## src/rtl/gb_rom_loader.sv

```systemverilog
// Packs the IO ROM byte stream into little-endian 16-bit SDRAM writes through a 2-entry FIFO,
// and captures the Game Boy cartridge header (mapper, ROM mask) as the bytes go by.
module gb_rom_loader #(
    parameter int ADDR_WIDTH = 23
) (
    input  logic                  clk,
    input  logic                  resetn,
    input  logic [7:0]            rom_loading,
    input  logic [7:0]            rom_do,
    input  logic                  rom_do_valid,
    output logic                  mem_req,
    input  logic                  mem_ack,
    output logic [ADDR_WIDTH-2:0] mem_addr,
    output logic [15:0]           mem_din,
    output logic                  busy,
    output logic                  load_done,
    output logic                  header_valid,
    output logic [7:0]            cart_type,
    output logic [7:0]            rom_size,
    output logic [7:0]            ram_size,
    output logic                  cgb_flag,
    output logic [2:0]            mbc,
    output logic [ADDR_WIDTH-1:0] rom_mask,
    output logic [23:0]           byte_count,
    output logic                  overflow
);
    // state | meaning
    // IDLE  | waiting for rom_loading to go nonzero
    // LOAD  | packing incoming bytes into words
    // FLUSH | writing a trailing odd byte, draining the FIFO
    // DONE  | one-cycle completion pulse
    localparam logic [1:0] ST_IDLE  = 2'd0;
    localparam logic [1:0] ST_LOAD  = 2'd1;
    localparam logic [1:0] ST_FLUSH = 2'd2;
    localparam logic [1:0] ST_DONE  = 2'd3;

    localparam int WA = ADDR_WIDTH - 1;
    localparam int EW = WA + 16;

    logic [1:0]    state;
    logic [7:0]    low_byte;
    logic          low_pending;
    logic [EW-1:0] fifo_mem [2];
    logic          wr_ptr;
    logic          rd_ptr;
    logic [1:0]    fifo_count;

    logic [31:0]   bc_ext;
    logic          in_range;
    logic          byte_in_load;
    logic          push;
    logic          push_ok;
    logic          pop;
    logic [EW-1:0] push_data;
    logic [ADDR_WIDTH-1:0] all_ones;

    assign bc_ext       = {8'd0, byte_count};
    assign in_range     = (bc_ext >> ADDR_WIDTH) == 32'd0;
    assign byte_in_load = (state == ST_LOAD) && rom_do_valid;
    assign pop          = mem_req && mem_ack;
    // A full FIFO still accepts a push when the head leaves in the same cycle.
    assign push_ok      = push && ((fifo_count != 2'd2) || pop);

    always_comb begin
        push      = 1'b0;
        push_data = '0;
        if (byte_in_load && in_range && bc_ext[0]) begin
            push      = 1'b1;
            push_data = {bc_ext[ADDR_WIDTH-1:1], rom_do, low_byte};
        end else if ((state == ST_FLUSH) && low_pending) begin
            push      = 1'b1;
            push_data = {bc_ext[ADDR_WIDTH-1:1], 8'hFF, low_byte};
        end
    end

    always_ff @(posedge clk) begin
        if (!resetn) begin
            state        <= ST_IDLE;
            low_byte     <= 8'd0;
            low_pending  <= 1'b0;
            byte_count   <= 24'd0;
            cart_type    <= 8'd0;
            rom_size     <= 8'd0;
            ram_size     <= 8'd0;
            cgb_flag     <= 1'b0;
            header_valid <= 1'b0;
            overflow     <= 1'b0;
        end else begin
            if (push && !push_ok) begin
                overflow <= 1'b1;
            end
            case (state)
                ST_IDLE: begin
                    if (rom_loading != 8'd0) begin
                        state        <= ST_LOAD;
                        byte_count   <= 24'd0;
                        low_pending  <= 1'b0;
                        cart_type    <= 8'd0;
                        rom_size     <= 8'd0;
                        ram_size     <= 8'd0;
                        cgb_flag     <= 1'b0;
                        header_valid <= 1'b0;
                        overflow     <= 1'b0;
                    end
                end
                ST_LOAD: begin
                    if (rom_do_valid) begin
                        if (byte_count != 24'hFFFFFF) begin
                            byte_count <= byte_count + 24'd1;
                        end
                        if (!in_range) begin
                            overflow <= 1'b1;
                        end else if (!byte_count[0]) begin
                            low_byte    <= rom_do;
                            low_pending <= 1'b1;
                        end else begin
                            low_pending <= 1'b0;
                        end
                        case (byte_count)
                            24'h000143: cgb_flag  <= rom_do[7];
                            24'h000147: cart_type <= rom_do;
                            24'h000148: rom_size  <= rom_do;
                            24'h000149: ram_size  <= rom_do;
                            default: ;
                        endcase
                    end
                    if (rom_loading == 8'd0) begin
                        state <= ST_FLUSH;
                    end
                end
                ST_FLUSH: begin
                    if (low_pending) begin
                        low_pending <= 1'b0;
                    end
                    if (rom_do_valid) begin
                        overflow <= 1'b1;
                    end
                    // Finish as soon as the last ack is seen rather than waiting for mem_req to drop.
                    if (!low_pending &&
                        ((fifo_count == 2'd0) || ((fifo_count == 2'd1) && pop))) begin
                        state <= ST_DONE;
                    end
                end
                default: begin
                    header_valid <= (byte_count >= 24'h000150);
                    state        <= ST_IDLE;
                end
            endcase
        end
    end

    always_ff @(posedge clk) begin
        if (!resetn) begin
            wr_ptr     <= 1'b0;
            rd_ptr     <= 1'b0;
            fifo_count <= 2'd0;
            for (int i = 0; i < 2; i++) begin
                fifo_mem[i] <= '0;
            end
        end else begin
            if (push_ok) begin
                fifo_mem[wr_ptr] <= push_data;
                wr_ptr           <= ~wr_ptr;
            end
            if (pop) begin
                rd_ptr <= ~rd_ptr;
            end
            case ({push_ok, pop})
                2'b10:   fifo_count <= fifo_count + 2'd1;
                2'b01:   fifo_count <= fifo_count - 2'd1;
                default: fifo_count <= fifo_count;
            endcase
        end
    end

    // Address and data are latched at request start so they hold steady until the ack.
    always_ff @(posedge clk) begin
        if (!resetn) begin
            mem_req  <= 1'b0;
            mem_addr <= '0;
            mem_din  <= 16'd0;
        end else if (mem_req) begin
            if (mem_ack) begin
                mem_req <= 1'b0;
            end
        end else if (fifo_count != 2'd0) begin
            mem_req             <= 1'b1;
            {mem_addr, mem_din} <= fifo_mem[rd_ptr];
        end
    end

    assign busy      = (state != ST_IDLE);
    assign load_done = (state == ST_DONE);
    assign all_ones  = '1;

    always_comb begin
        mbc = 3'd7;
        case (cart_type) inside
            8'h00:          mbc = 3'd0;
            [8'h01:8'h03]:  mbc = 3'd1;
            [8'h05:8'h06]:  mbc = 3'd2;
            [8'h0F:8'h13]:  mbc = 3'd3;
            [8'h19:8'h1E]:  mbc = 3'd5;
            default:        mbc = 3'd7;
        endcase
    end

    always_comb begin
        rom_mask = all_ones;
        if (rom_size <= 8'd8) begin
            rom_mask = ~(all_ones << (5'd15 + {1'b0, rom_size[3:0]}));
        end
    end
endmodule
```

## config.mk

```make
export PLATFORM = sky130hd
export DESIGN_NAME = gb_rom_loader
export DESIGN_NICKNAME = d
export VERILOG_FILES = /design/src/rtl/gb_rom_loader.sv
export SDC_FILE = /design/constraint.sdc
export NUM_CORES = 1
export LEC_CHECK = 0
export ABC_AREA = 1
export CORE_MARGIN = 2
export CORE_UTILIZATION = 35
export DETAILED_ROUTE_END_ITERATION = 12
export PLACE_DENSITY_LB_ADDON = 0.2
export SETUP_SLACK_MARGIN = 0.5
export SLEW_MARGIN = 20
export SYNTH_ARGS = -nofsm -noshare
export SYNTH_HDL_FRONTEND = slang
export SYNTH_SLANG_ARGS = --single-unit
```

## constraint.sdc

```tcl
create_clock -name clk -period 3.4 [get_ports clk]
set_clock_uncertainty 0.15 [all_clocks]
set_input_delay 0.68 -clock clk [delete_from_list [all_inputs] [get_ports clk]]
set_output_delay 0.68 -clock clk [all_outputs]
set_load 0.03 [all_outputs]
```

==> results of run 1 <==
[logic make-up (layout without fill, tap and decap cells)]
kind of cell / after synthesis / after routing
XOR/XNOR: 6 / 6
flip-flops: 181 / 181
AND/OR/NAND/NOR: 543 / 544
AO/OA/AOI/OAI: 167 / 167
adder cells (fa/ha/maj): 15 / 15
buffers and inverters: 144 / 287
[final cells by class]
class / instances / area [sq um]
inverters: 91 / 364
clock buffers: 17 / 425
well taps: 319 / 399
repair buffers: 163 / 1550
fillers: 2318 / 12700
repair inverters: 1 / 7.51
flip-flops and latches: 181 / 4390
multi-input cells: 732 / 3640
clock inverters: 15 / 183
[what timing repair did]
action                                  4_1_cts  5_1_grt
buffers inserted                              5        7
pin swaps                                     1        4
gates resized for setup                      97       51
endpoints found under the setup margin       23       25
gates cloned                                  1        1
[path summary, 6_finish.rpt]
path,start,endpoint,depth (start not counted)
hold / removal,low_byte[7],low_byte[7],2
setup reg to reg,state[1],byte_count[3],12
setup / recovery,rom_size[0],rom_mask[17],9
hold reg to reg,low_byte[7],low_byte[7],2
[cells in the mapped netlist, drive strengths merged]
library cell and instances:
edfxtp 76, o21bai 2, o31a 1, xor2 5
o21ai 77, and2 1, ha 15, nor3 13
xnor2 1, nor2 216, nand4 15, nand3 49
buf 23, nor3b 1, o311a 1, a31oi 46
nand2 245, clkbuf 30, clkinv 2, o2111ai 1
nand3b 3, a21oi 37, inv 89, dfxtp 105
o211ai 2
[metrics by stage]
stage	hold slack, ns	power, W	worst slack, ns
CTS	0.342	0.00949	0.500
global route	0.368	0.0102	0.420
detailed placement	0.324	0.00738	0.275
floorplan	0.302	0.00582	0.577
global placement	0.321	0.00737	0.291
finish	0.335	0.00964	0.530
[sequential cells by signal (all words and copies together), names as in the netlist, 2 cells and up]
name	flops
byte_count	24
mem_din	16
cart_type	8
mem_addr	22
ram_size	8
fifo_mem	76
fifo_count	2
rom_size	8
state	2
low_byte	8
[worst max-delay path, cell delays in order, from the launching register on]
cell      delay [ns]
dfxtp_2         0.37
inv_4           0.06
ha_4            0.16
a21oi_4         0.16
nor2_4          0.05
buf_4           0.13
buf_4           0.17
a31oi_4         0.21
o21bai_4        0.15
buf_6           0.14
[where the power goes]
group | switching, W | total (W) | leakage (nW) | internal (W)
logic | 0.00292 | 0.00461 | 2.17 | 0.00170
clock network | 0.000927 | 0.00205 | 0.303 | 0.00112
registers | 0.000279 | 0.00298 | 1.64 | 0.00270
[layer usage]
metal	global-route usage, %	wire (microns)
met5	0	0
met4	4.59	339
met3	3.39	1100
met2	27.6	10100
met1	24.9	11100
==> impl_metrics.json, run 1 <==
{
  "yosys.area_share.adder_pct": 2.22,
  "layout_min_cycle_time_ns": 2.87,
  "syn_to_final_growth_pct": 29.4,
  "start_util_pct": 35.9,
  "clk_latency_ns": 0.43,
  "dp_cells": 1473,
  "wl_per_cell_microns": 14.9,
  "grt_overflow": 0,
  "synth_top_family_by_area": "simple AND/OR/NAND/NOR gates",
  "ant_nets": 0,
  "layout_common_cells": "233 x nand2_1, 195 x nor2_1, 110 x clkdlybuf4s50_1, 101 x dfxtp_1, 79 x inv_1",
  "synth_nets": 1091,
  "cts_made_buffers": 17,
  "synth_top_area_share_pct": 27.0,
  "final-setup-viol-count": 0,
  "vias": 7271,
  "die_h_microns": 160,
  "drt_pass1_iterations": 5,
  "hpwlAfterDp_mm": 15.5,
  "crit_required_ns": 2.57,
  "drc": 0,
  "numClockSinks": 181,
  "arrival_ns": 2.04,
  "ys_ff_latch": 181,
  "synth_xor_area_share_pct": 0.621,
  "final_common_cell": "nand2_1",
  "viasPerCell": 4.79,
  "cts_htree_levels": 4,
  "drive_above_1_share_pct": 12.5,
  "crit_type": "flop to primary output",
  "syn_inst": 1056,
  "grt_pass1_vias": 6644,
  "yosys.area.top_type": "edfxtp_1",
  "fin_util_pct": 46.4,
  "tritoncts": "built",
  "grt_antenna_before_repair": 0,
  "tns_ns": 0,
  "place.gp.congestion": 0.872,
  "clk_pin_slew_ns": 0.08,
  "yosys.area_share.simple_pct": 27.2,
  "synth_compound_area_share_pct": 10.8,
  "postLayoutCellArea_sq_mm": 0.0110,
  "report.final.slew_viol_count": 0,
  "hold_viol": 0,
  "grt_max_degree": 42,
  "cp-start-kind": "flop",
  "fp.dieW_microns": 160,
  "antenna_cells": 0,
  "drt_first_iter_violations": 637,
  "syn_area_sq_mm": 0.00847,
  "grt_pass1_wl_mm": 35.9,
  "synthTopCellsByArea": "edfxtp_1 27%, dfxtp_1 25%, nand2_1 11%",
  "r2r_setup_slack_ns": 0.98,
  "rsz0062_at_grt": "yes",
  "synth_cell_types": 38,
  "finalCritPeriodShare_pct": 84.4,
  "io_buffers": 137,
  "fin_nets": 1222,
  "worstSetupEndpointType": "primary output",
  "dieArea_sq_mm": 0.0255,
  "hp-class": "flop to flop",
  "pin_count": 138,
  "yosysSeqAreaShare_pct": 51.8,
  "maxCapViolCount": 0,
  "max_slew.worst_pin.slew_ns": 0.774,
  "max_freq_mhz": 348,
  "rows": 56,
  "p_leak_nw": 4.12,
  "power.density_mw_per_mm2": 880,
  "core_sq_mm": 0.0236,
  "ir_worst_vdd_uv": 824,
  "cp_max_fo": 5,
  "root_buffer": "clkbuf_16",
  "placed_area_sq_mm": 0.0102,
  "wl_mm": 22.6,
  "stdcell_count": 1519,
  "synthMuxAreaShare_pct": 0,
  "status": "finished clean",
  "yosysWarnings": 0,
  "syn_avg_cell_area_sq_um": 8.02,
  "slew_headroom_pct": 48.3,
  "cts_buffer_depth": 2,
  "grt_usage_pct": 17.6,
  "hold_buffers": 0
}
(Power assumes the default switching activity.)
==> run 2, diff against run 1 <==
==> constraint.sdc (replaced) <==
create_clock -name clk -period 2.3 [get_ports clk]
set_clock_uncertainty 0.15 [all_clocks]
set_input_delay 0.46 -clock clk [delete_from_list [all_inputs] [get_ports clk]]
set_output_delay 0.46 -clock clk [all_outputs]
set_load 0.03 [all_outputs]
==> run 2 against run 1 <==
Effect of this change: the run now ends with negative setup slack left; utilization grew 16 points; die area did not move; critical endpoint unchanged; non-clock buffer count grew 151; global-route usage rose by 2.8 points.
==> impl_metrics.json, run 2 (same netlist as run 1, synthesis figures left out) <==
{
  "wl_per_cell_microns": 17.2,
  "clk_pin_slew_ns": 0.08,
  "worstSetupEndpointType": "primary output",
  "cts_made_buffers": 17,
  "max_freq_mhz": 391,
  "arrival_ns": 1.94,
  "grt_pass1_vias": 7610,
  "final_common_cell": "nand2_1",
  "violations": "negative setup slack",
  "maxCapViolCount": 0,
  "rows": 56,
  "numClockSinks": 181,
  "cts_htree_levels": 4,
  "fillCellCount": 1879,
  "crit_end": "rom_mask[17]",
  "wl_mm": 28.7,
  "io_buffers": 137,
  "seq_area_sq_mm": 0.00445,
  "die_h_microns": 160,
  "drt_first_iter_violations": 620,
  "hold_viol": 0,
  "fin_nets": 1374,
  "timing.final.ws_setup_ns": -0.254,
  "syn_to_final_growth_pct": 72.6,
  "final-setup-viol-count": 23,
  "cp-start-kind": "flop",
  "tritoncts": "built",
  "rr_worst_depth": 14,
  "grt_overflow": 0,
  "crit_required_ns": 1.69,
  "grt_usage_pct": 20.4,
  "antenna_cells": 0,
  "multi_input_area_sq_mm": 0.00525,
  "rsz0062_at_grt": "yes",
  "layout_min_cycle_time_ns": 2.55,
  "drive_above_1_share_pct": 46.7,
  "ant_nets": 0,
  "viasPerCell": 5.04,
  "power.density_mw_per_mm2": 1250,
  "report.final.slew_viol_count": 0,
  "drc": 0,
  "max_slew.worst_pin.slew_ns": 0.501,
  "hold_path_depth": 3,
  "clk_latency_ns": 0.43,
  "vias": 8414,
  "p_total_w": 0.0183,
  "finalCritPeriodShare_pct": 111,
  "hp-class": "primary input to flop",
  "largest_reg_flops": 76,
  "grt_max_degree": 48,
  "status": "complete, but fails checks",
  "crit_type": "flop to primary output",
  "largestRegisters": "fifo_mem x76, byte_count x24, mem_addr x22",
  "r2r_start": "state[0]",
  "top_register": "fifo_mem",
  "cp_max_fo": 5,
  "cts_buffer_depth": 2,
  "grt_pass1_wl_mm": 41.4,
  "p_leak_nw": 5.88,
  "layout_common_cells": "172 x nand2_1, 115 x nor2_1, 78 x nor2_4, 76 x edfxtp_1",
  "place.gp.congestion": 0.859,
  "fin_util_pct": 61.9,
  "drt_pass1_iterations": 5,
  "crit_path_start": "rom_size[1]",
  "hpwlAfterDp_mm": 16.6,
  "slew_headroom_pct": 66.6,
  "dieArea_sq_mm": 0.0255,
  "grt_antenna_before_repair": 0,
  "root_buffer": "clkbuf_16",
  "r2r_setup_slack_ns": 0.13,
  "fp.dieW_microns": 160,
  "ir_worst_vdd_uv": 882,
  "core_sq_mm": 0.0236,
  "start_util_pct": 35.9,
  "pin_count": 138,
  "r2r-end": "fifo_mem[0][32]"
}
[run 2: cell count changes in the layout (fill, tap and decap cells not counted), sizes merged]
cell	previous run	this run
clkdlybuf4s18	0	1
dlygate4sd2	1	3
nand2	245	248
buf	41	226
dlymetal6s2s	3	1
clkinvlp	3	5
clkinv	5	6
clkdlybuf4s50	110	17
bufinv	2	0
clkdlybuf4s15	2	42
clkbuf	23	45
inv	97	91
nor2	217	216
[run 2: stage by stage]
stage                     TNS, ns  area (sq um)  hold slack, ns  std cells  worst slack, ns
after CTS                   -4.19         13100           0.323       1624           -0.274
after global routing        -6.30         14600           0.302       1671           -0.347
after global placement     -11.50         10900           0.315       1521           -0.174
final                       -4.33         14600           0.314       1671           -0.254
after floorplan                 0          8840           0.302       1056           0.0802
after detailed placement   -13.70         10900           0.325       1521           -0.186
[run 2: cell type report]
| cell class | instances | area share (%) |
|---|---|---|
| well taps | 319 | 2.73 |
| repair buffers | 314 | 24.2 |
| multi-input cells | 734 | 35.9 |
| flip-flops and latches | 181 | 30.5 |
| inverters | 91 | 2.93 |
| clock buffers | 21 | 3.16 |
| clock inverters | 11 | 0.616 |
[run 2: worst min-delay path by stage]
stage,slack (ns),to,start
floorplan,0.30,low_byte[5],low_byte[5]
global placement,0.31,ram_size[1],ram_size[1]
detailed placement,0.32,ram_size[0],ram_size[0]
CTS,0.32,ram_size[0],ram_size[0]
global route,0.30,overflow,rom_do_valid
finish,0.31,overflow,rom_do_valid
[run 2: report_power, final]
part           internal (W)  leakage (nW)  switching, W
sequential          0.00403          1.66      0.000496
clock               0.00147         0.266       0.00133
combinational       0.00488          3.96       0.00609
[run 2: repair_timing]
item / 4_1_cts / 5_1_grt
hold buffers: 0 / 0
resized for setup: 564 / 364
setup endpoints to repair: 324 / 329
pin swaps: 76 / 80
buffers inserted: 56 / 38
cloned: 15 / 9
[run 2: per-layer routing]
layer  track usage, %  part of all wire [%]
met5                0                     0
met4             5.50                   1.6
met3             4.14                   5.5
met2             32.7                    49
met1             28.0                    43
[run 2: critical path, cell delays in order (launching register included)]
cell	delay [ns]
dfxtp_4	0.37
inv_6	0.05
ha_4	0.15
a21oi_4	0.14
nor2_4	0.07
nand2_4	0.11
inv_8	0.05
buf_8	0.13
a31oi_4	0.15
o21bai_4	0.15
buf_6	0.14
